$ cat src/rtl/adder_slice_sched.sv
// Round-robin scheduler for one shared, enable-gated 1-bit adder slice.
// Each granted request runs a WIDTH-bit add through the slice, LSB first.
// The carry between bit positions is kept in this block.
module adder_slice_sched #(
  parameter int unsigned NREQ  = 4,
  parameter int unsigned WIDTH = 8,
  parameter int unsigned IDW   = 2
) (
  input  logic                  clk,
  input  logic                  rst,
  input  logic [NREQ-1:0]       i_req,
  input  logic [NREQ*WIDTH-1:0] i_a,
  input  logic [NREQ*WIDTH-1:0] i_b,
  output logic [NREQ-1:0]       o_gnt,
  output logic                  o_busy,
  output logic                  o_valid,
  output logic [IDW-1:0]        o_id,
  output logic [WIDTH-1:0]      o_sum,
  output logic                  o_cout,
  output logic                  o_slice_en,
  output logic                  o_slice_a,
  output logic                  o_slice_b,
  output logic                  o_slice_cin,
  input  logic                  i_slice_sum,
  input  logic                  i_slice_cout
);

  localparam int unsigned      CntW    = (WIDTH > 1) ? $clog2(WIDTH) : 1;
  localparam logic [CntW-1:0]  CntLast = CntW'(WIDTH - 1);

  typedef enum logic [1:0] {StIdle, StRun, StDone} state_e;

  state_e            state_q, state_d;
  logic [IDW-1:0]    ptr_q, ptr_d;
  logic [CntW-1:0]   cnt_q, cnt_d;
  logic              carry_q, carry_d;
  logic [WIDTH-1:0]  a_q, a_d;
  logic [WIDTH-1:0]  b_q, b_d;
  logic [WIDTH-1:0]  sum_q, sum_d;
  logic [IDW-1:0]    id_q, id_d;
  logic [NREQ-1:0]   gnt_q, gnt_d;
  logic              busy_q, busy_d;
  logic              valid_q, valid_d;
  logic [IDW-1:0]    oid_q, oid_d;
  logic [WIDTH-1:0]  osum_q, osum_d;
  logic              cout_q, cout_d;

  logic              found;
  logic [IDW-1:0]    winner;
  int unsigned       idx;
  logic [WIDTH-1:0]  a_sel, b_sel;
  logic [IDW-1:0]    ptr_nxt;
  logic [NREQ-1:0]   gnt_oh;

  // Round-robin search: first set request at or above the pointer, wrapping.
  always_comb begin
    found  = 1'b0;
    winner = '0;
    idx    = 0;
    for (int unsigned i = 0; i < NREQ; i++) begin
      idx = (32'(ptr_q) + i) % NREQ;
      if (!found && i_req[IDW'(idx)]) begin
        found  = 1'b1;
        winner = IDW'(idx);
      end
    end
  end

  // Operand mux for the winning requester, plus grant/pointer derivations.
  always_comb begin
    a_sel = '0;
    b_sel = '0;
    for (int unsigned k = 0; k < NREQ; k++) begin
      if (winner == IDW'(k)) begin
        a_sel = i_a[k*WIDTH +: WIDTH];
        b_sel = i_b[k*WIDTH +: WIDTH];
      end
    end
    ptr_nxt = IDW'((32'(winner) + 1) % NREQ);
    gnt_oh  = NREQ'(1) << winner;
  end

  // Next-state and registered-output logic for the IDLE/RUN/DONE sequence.
  always_comb begin
    state_d = state_q;
    ptr_d   = ptr_q;
    cnt_d   = cnt_q;
    carry_d = carry_q;
    a_d     = a_q;
    b_d     = b_q;
    sum_d   = sum_q;
    id_d    = id_q;
    gnt_d   = '0;
    busy_d  = busy_q;
    valid_d = 1'b0;
    oid_d   = oid_q;
    osum_d  = osum_q;
    cout_d  = cout_q;

    case (state_q)
      StIdle: begin
        if (found) begin
          state_d = StRun;
          gnt_d   = gnt_oh;
          a_d     = a_sel;
          b_d     = b_sel;
          id_d    = winner;
          ptr_d   = ptr_nxt;
          cnt_d   = '0;
          carry_d = 1'b0;
          busy_d  = 1'b1;
        end
      end
      StRun: begin
        sum_d[cnt_q] = i_slice_sum;
        carry_d      = i_slice_cout;
        cnt_d        = cnt_q + CntW'(1);
        if (cnt_q == CntLast) begin
          state_d = StDone;
          valid_d = 1'b1;
          osum_d  = sum_d;
          cout_d  = i_slice_cout;
          oid_d   = id_q;
        end
      end
      StDone: begin
        // Result strobe lasts one cycle; arbitration resumes in IDLE.
        state_d = StIdle;
        busy_d  = 1'b0;
      end
      default: begin
        state_d = StIdle;
        busy_d  = 1'b0;
      end
    endcase
  end

  // State and output registers with synchronous reset.
  always_ff @(posedge clk) begin
    if (rst) begin
      state_q <= StIdle;
      ptr_q   <= '0;
      cnt_q   <= '0;
      carry_q <= 1'b0;
      a_q     <= '0;
      b_q     <= '0;
      sum_q   <= '0;
      id_q    <= '0;
      gnt_q   <= '0;
      busy_q  <= 1'b0;
      valid_q <= 1'b0;
      oid_q   <= '0;
      osum_q  <= '0;
      cout_q  <= 1'b0;
    end else begin
      state_q <= state_d;
      ptr_q   <= ptr_d;
      cnt_q   <= cnt_d;
      carry_q <= carry_d;
      a_q     <= a_d;
      b_q     <= b_d;
      sum_q   <= sum_d;
      id_q    <= id_d;
      gnt_q   <= gnt_d;
      busy_q  <= busy_d;
      valid_q <= valid_d;
      oid_q   <= oid_d;
      osum_q  <= osum_d;
      cout_q  <= cout_d;
    end
  end

  // Slice drive is decoded from state so the slice is quiet outside RUN.
  always_comb begin
    o_slice_en  = (state_q == StRun);
    o_slice_a   = o_slice_en & a_q[cnt_q];
    o_slice_b   = o_slice_en & b_q[cnt_q];
    o_slice_cin = o_slice_en & carry_q;
  end

  assign o_gnt   = gnt_q;
  assign o_busy  = busy_q;
  assign o_valid = valid_q;
  assign o_id    = oid_q;
  assign o_sum   = osum_q;
  assign o_cout  = cout_q;

endmodule

$ cat config.mk
export PLATFORM = sky130hd
export DESIGN_NAME = adder_slice_sched
export DESIGN_NICKNAME = d
export VERILOG_FILES = /design/src/rtl/adder_slice_sched.sv
export SDC_FILE = /design/constraint.sdc
export NUM_CORES = 1
export LEC_CHECK = 0
export ABC_AREA = 0
export CAP_MARGIN = 20
export CORE_MARGIN = 1.5
export CORE_UTILIZATION = 46
export DETAILED_ROUTE_END_ITERATION = 7
export PLACE_DENSITY = 0.77
export SLEW_MARGIN = 30
export SYNTH_ARGS = -nofsm -noshare
export SYNTH_HDL_FRONTEND = slang
export SYNTH_SLANG_ARGS = --single-unit
$ cat constraint.sdc
create_clock -name clk -period 3.2 [get_ports clk]
set_clock_uncertainty 0.1 [all_clocks]
set_input_delay 0.8 -clock clk [delete_from_list [all_inputs] [get_ports clk]]
set_output_delay 0.8 -clock clk [all_outputs]
set_load 0.005 [all_outputs]
; ---- Yosys cells after proc, flatten, opt, wreduce, memory -nomap -nowiden
; Index checks and enable logic that the tools add are counted.
[totals]
reg_bits = 51
input_bits = 72
wordCells = 97
[classes]
addsub = 5
n_lt_le_gt_ge = 6
eq_ne = 7
shifts = 1
mux = 41
bitwise = 6
n_reduce_logical = 17
[ops]
columns = operator, count
row1 = two-way mux 8 bit, 8
row2 = two-way mux 1 bit, 14
row3 = < comparator 2 x 3 -> 1 bit (second input constant), 4
row4 = two-way mux 2 bit, 6
row5 = AND reduction 2 bit, 5
row6 = binary-select mux 1 bit (select 2 bit), 4
row7 = bitwise mux 8 bit, 1
row8 = binary-select mux 1 bit (select 3 bit), 2
row9 = one-hot mux 3 bit (2 select lines), 1
row10 = adder 2 x 1 -> 2 bit (second input constant), 2
row11 = adder 2 bit (second input constant), 2
row12 = equality test 2 x 1 -> 1 bit (second input constant), 2
row13 = equality test 2 bit (second input constant), 2
row14 = logical AND 1 bit, 4
row15 = logical NOT 2 bit, 2
row16 = < comparator 3 x 4 -> 1 bit (second input constant), 1
row17 = one-hot mux 1 bit (2 select lines), 2
row18 = one-hot mux 2 bit (2 select lines), 1
row19 = left shift 1 x 2 -> 4 bit (first input constant), 1
row20 = adder 3 x 1 -> 3 bit (second input constant), 1
row21 = AND 1 bit, 3
row22 = demux 1 bit (select 3 bit), 1
row23 = equality test 3 bit (second input constant), 1
row24 = >= comparator 3 x 1 -> 1 bit (second input constant), 1
row25 = other kinds (8), 12

; ---- Depth between registers and ports, before layout
[logic_depth]
ltp_word = 17
ltp_mapped = 11
mapped_depth_nobuf = 9

; ---- Least setup slack after synthesis
; OpenSTA, ideal clock, no wires.
[synth_timing]
kind = input-to-reg
from = input port i_req[2]
to = register a_q[6]
setup_time_ps = 74
arrival_time_ps = 2558
required_time_ps = 3026
setup_slack_ps = 469
cell_stages = 9
path_cell_list = nor2b_1 a21boi_0 o31ai_1 inv_1 ha_1 clkbuf_1 a221oi_1 a211oi_2 nor3_2
[synth_via]
elab_chain_len = 17
elab_cells_between_ends = 31
[synth_lines]
columns = element, line_no
row1 = from (decl), 11  ; input logic [NREQ-1:0] i_req,
row2 = binary-select mux 1 bit (select 2 bit), 62  ; if (!found && i_req[IDW'(idx)]) begin
row3 = two-way mux 1 bit (implied by the code), 62
row4 = two-way mux 1 bit, 62
row5 = logical NOT 1 bit, 62
row6 = logical AND 1 bit, 62
row7 = two-way mux 1 bit, 62
row8 = logical NOT 1 bit, 62
row9 = logical AND 1 bit, 62
row10 = two-way mux 1 bit, 62
row11 = logical NOT 1 bit, 62
row12 = logical AND 1 bit, 62
row13 = two-way mux 2 bit (*), 62
row14 = net winner[1], 49  ; logic [IDW-1:0] winner;
row15 = logical NOT 2 bit, 74  ; if (winner == IDW'(k)) begin
row16 = two-way mux 8 bit (3 in series), 74
row17 = two-way mux 8 bit (*), 74
row18 = to (signal assigned), 145  ; a_q <= '0;
row19 = to (signal assigned), 160  ; a_q <= a_d;
row20 = to (decl), 37  ; logic [WIDTH-1:0] a_q, a_d;
; Mark *: on every way through the listed nets, which the timed path passes. The rest lies on a longest branch. The select of a mux whose other input is x is not followed.
; A chain may end at the register's enable or synchronous reset.

; ---- Worst setup path in the final report
[layout_timing]
from = input port i_req[2]
to = register a_q[1]
[layout_via]
elab_chain_len = 17
elab_cells_between_ends = 31
[layout_lines]
columns = element, line_no
row1 = binary-select mux 1 bit (select 2 bit), 62
row2 = two-way mux 1 bit (implied by the code), 62
row3 = two-way mux 1 bit, 62
row4 = logical NOT 1 bit, 62
row5 = logical AND 1 bit, 62
row6 = two-way mux 1 bit, 62
row7 = logical NOT 1 bit, 62
row8 = logical AND 1 bit, 62
row9 = two-way mux 1 bit, 62
row10 = logical NOT 1 bit, 62
row11 = logical AND 1 bit, 62
row12 = two-way mux 2 bit, 62
row13 = logical NOT 2 bit, 74
row14 = two-way mux 8 bit (4 in series), 74
; Several ways; a longest one is shown, not always the timed one. The select of a mux whose other input is x is not followed.

==> results.py <==
metrics = {
    "critical_path": {
        "path_class": "input port to flop",
        "critPathCaptureType": "flop",
        "required_ps": 3330,
        "worstSetupStartpointType": "input port",
        "worstPathArrival_ps": 3160,
        "crit_fanout": 29,
    },
    "placed_design": {
        "place_hpwl_um": 5570,
        "port_buffers": 92,
        "pre_cts_ws_ps": -165,
        "gp_congestion": 0.804,
    },
    "floorplan": {
        "die_x_um": 81.7,
        "ioPinCount": 93,
        "initial_core_util_pct": 47.9,
        "coreArea_sq_um": 5960,
        "die_area_sq_um": 6680,
        "fp-row-count": 28,
        "die_y_um": 81.7,
    },
    "sta": {
        "rsz0062_at_grt": "no",
        "fin_crit_sh_pct": 94.7,
        "setup_tns_ps": 0,
        "drv_slew": 0,
        "clock.fmax_mhz": 330,
        "timing.final.ws_setup_ps": 168,
        "relSlewSlack_pct": 58.7,
        "finalHoldViolCount": 0,
        "hold_slack_ps": 361,
        "fin_crit_ps": 3030,
        "worst_pin_slew_ps": 620,
        "setup-violations-final": 0,
    },
    "global_routing": {
        "met1_usage_pct": 28.8,
        "grt_max_degree": 33,
        "top_usage_layer": "met2",
        "grt_pass1_wl_um": 12100,
        "first_global_vias": 2709,
        "grt_use_met3_pct": 2.56,
        "antenna_found_initial": 0,
        "overflow": 0,
        "grt.total_usage_pct": 22.9,
        "grt_use_met2_pct": 39.9,
    },
    "clock_tree": {
        "cts-resized-gates": 0,
        "ctsHoldBuffers": 0,
        "post_cts_buffers": 0,
        "worstSkewPairLatency_ps": 300,
        "htree_num_levels": 2,
        "cts_sinks": 51,
        "root_buffer": "clkbuf_8",
        "numCtsBuffers": 5,
        "clkTransAtPathRegs_ps": 90,
        "cts_buffer_depth": 2,
        "cts_tree": "done",
    },
    "layout": {
        "final_nets": 515,
        "drive_gt1_share_pct": 10.5,
        "final_util_pct": 66.8,
        "most-common-layout-cells": "clkdlybuf4s50_1, dfxtp_1, nor2_1",
        "syn_to_final_growth_pct": 39.6,
        "antennaDiodeCount": 0,
        "layout_commonest_cell": "clkdlybuf4s50_1",
    },
    "outcome": {
        "status": "complete, no violations",
    },
    "pwr": {
        "power.density_nw_per_um2": 411,
        "combPwrFrac_pct": 33.9,
        "finalPower_mw": 1.64,
        "peakVddDrop_v": 0.000241,
        "clkPwrFrac_pct": 22.6,
        "p_int_mw": 1.14,
        "p_sw_mw": 0.490,
        "p_leak_nw": 1.52,
        "seq_power_share_pct": 43.5,
        "p_sw_share_pct": 30.0,
    },
    "yosys": {
        "synthCells": 351,
        "synth_fp_nets": 429,
        "ys.warnings.count": 0,
        "ys_seq_area_share_pct": 35.8,
        "synth_top_flop_cell": "dfxtp_1",
        "synth_area_per_cell_sq_um": 8.12,
        "yosys.cell_types.count": 45,
        "synth_area_sq_um": 2850,
        "synth-edff-count": 0,
        "async_flop_share_pct": 0,
        "ys_ff_latch": 51,
    },
    "flow_run": {
        "cap_violations": 0,
    },
    "drt": {
        "ant_nets": 0,
        "drt_iter0_markers": 145,
        "post-route-drc-count": 0,
        "vias": 2816,
        "wl_per_cell_um": 13.9,
        "via_per_inst": 5.50,
        "routed_wl_um": 7100,
        "drt_pass1_iterations": 5,
    },
    "min_path": {
        "hold_path_class": "flop to flop",
    },
}
[layer usage]
metal	share of wire [%]	routed length (um)	vias up
met5	0	0	-
met4	2.2	153	0
met3	4.2	300	14
met2	50	3540	86
met1	44	3100	1293
li1	-	-	1423
[cells in the mapped netlist (2+ instances only)]
library cell | n | area (sq um)
a211oi_1 | 15 | 113
a211oi_2 | 7 | 87.6
a21o_1 | 2 | 15.0
a21oi_1 | 26 | 130
a221oi_1 | 16 | 140
a22oi_1 | 4 | 30.0
a311oi_1 | 4 | 35.0
and2_1 | 3 | 18.8
and3_1 | 2 | 12.5
buf_2 | 9 | 45.0
buf_6 | 3 | 33.8
clkbuf_1 | 16 | 60.1
dfxtp_1 | 51 | 1020
ha_1 | 6 | 75.1
inv_1 | 20 | 75.1
mux2i_1 | 13 | 130
nand2_1 | 25 | 93.8
nand2b_1 | 2 | 12.5
nand3_1 | 12 | 60.1
nand3b_1 | 17 | 128
nor2_1 | 48 | 180
nor2b_1 | 6 | 37.5
nor3_1 | 12 | 60.1
nor3_2 | 7 | 70.1
o21ai_0 | 3 | 15.0
o21bai_1 | 2 | 15.0
or3_1 | 2 | 12.5
[worst max-delay path, stage by stage]
cell             delay (ps)
clkdlybuf4s50_1         450
nor2b_1                 160
a21boi_1                140
o31ai_1                 250
buf_4                   180
ha_1                    190
buf_12                  170
buf_4                   130
a21oi_1                  60
a221oi_1                360
a211oi_1                 90
nor3_1                  170
[layout make-up]
| cell class | count | area (sq um) |
|---|---|---|
| fill | 524 | 1980 |
| multi-input combinational | 248 | 1600 |
| timing repair buffer | 110 | 1100 |
| sequential | 51 | 1020 |
| tap | 75 | 93.8 |
| clock buffer | 6 | 82.6 |
| inverter | 21 | 78.8 |
| clock inverter | 1 | 5.00 |
[cell families after synthesis]
| kind of cell | count (synthesis) | synth area share (%) |
|---|---|---|
| AO/OA/AOI/OAI | 85 | 22.0 |
| AND/OR/NAND/NOR | 143 | 26.1 |
| buffers and inverters | 52 | 8.47 |
| flip-flops | 51 | 35.8 |
| adder cells (fa/ha/maj) | 6 | 2.63 |
| multiplexers | 14 | 4.96 |
[through the flow]
step / instances / cell area [sq um]
2_1_floorplan: 351 / 2850
6_report: 512 / 3980
5_1_grt: 512 / 3980
3_3_place_gp: 505 / 3890
4_1_cts: 512 / 3980
3_5_place_dp: 505 / 3890
[registers in the layout, indices dropped and copies added, names as in the netlist]
register,count
o_busy,1
o_valid,1
cnt_q,3
state_q,2
ptr_q,2
b_q,8
o_cout,1
a_q,8
sum_q,8
carry_q,1
o_gnt,4
o_sum,8
o_id,2
id_q,2
[path summary, 6_finish.rpt]
path,from,endpoint,slack [ps],cells after the start
worst max-delay path,i_req[2],a_q[1]$_SDFFE_PP0N_,170,12
worst min-delay path,sum_q[1]$_SDFFE_PP0P_,sum_q[1]$_SDFFE_PP0P_,360,2
worst max register to register,ptr_q[1]$_SDFFE_PP0N_,a_q[1]$_SDFFE_PP0N_,930,10
worst min register to register,sum_q[1]$_SDFFE_PP0P_,sum_q[1]$_SDFFE_PP0P_,360,2
[power by group through the flow]
| stage | sequential, mW | combinational [mW] | clock (mW) |
|---|---|---|---|
| floorplan | 0.716 | 0.337 | 0 |
| global placement | 0.724 | 0.541 | 0 |
| detailed placement | 0.726 | 0.554 | 0 |
| CTS | 0.711 | 0.556 | 0.376 |
| global route | 0.718 | 0.614 | 0.402 |
| finish | 0.711 | 0.554 | 0.369 |
Note: power is estimated with default switching activity, not from simulation.
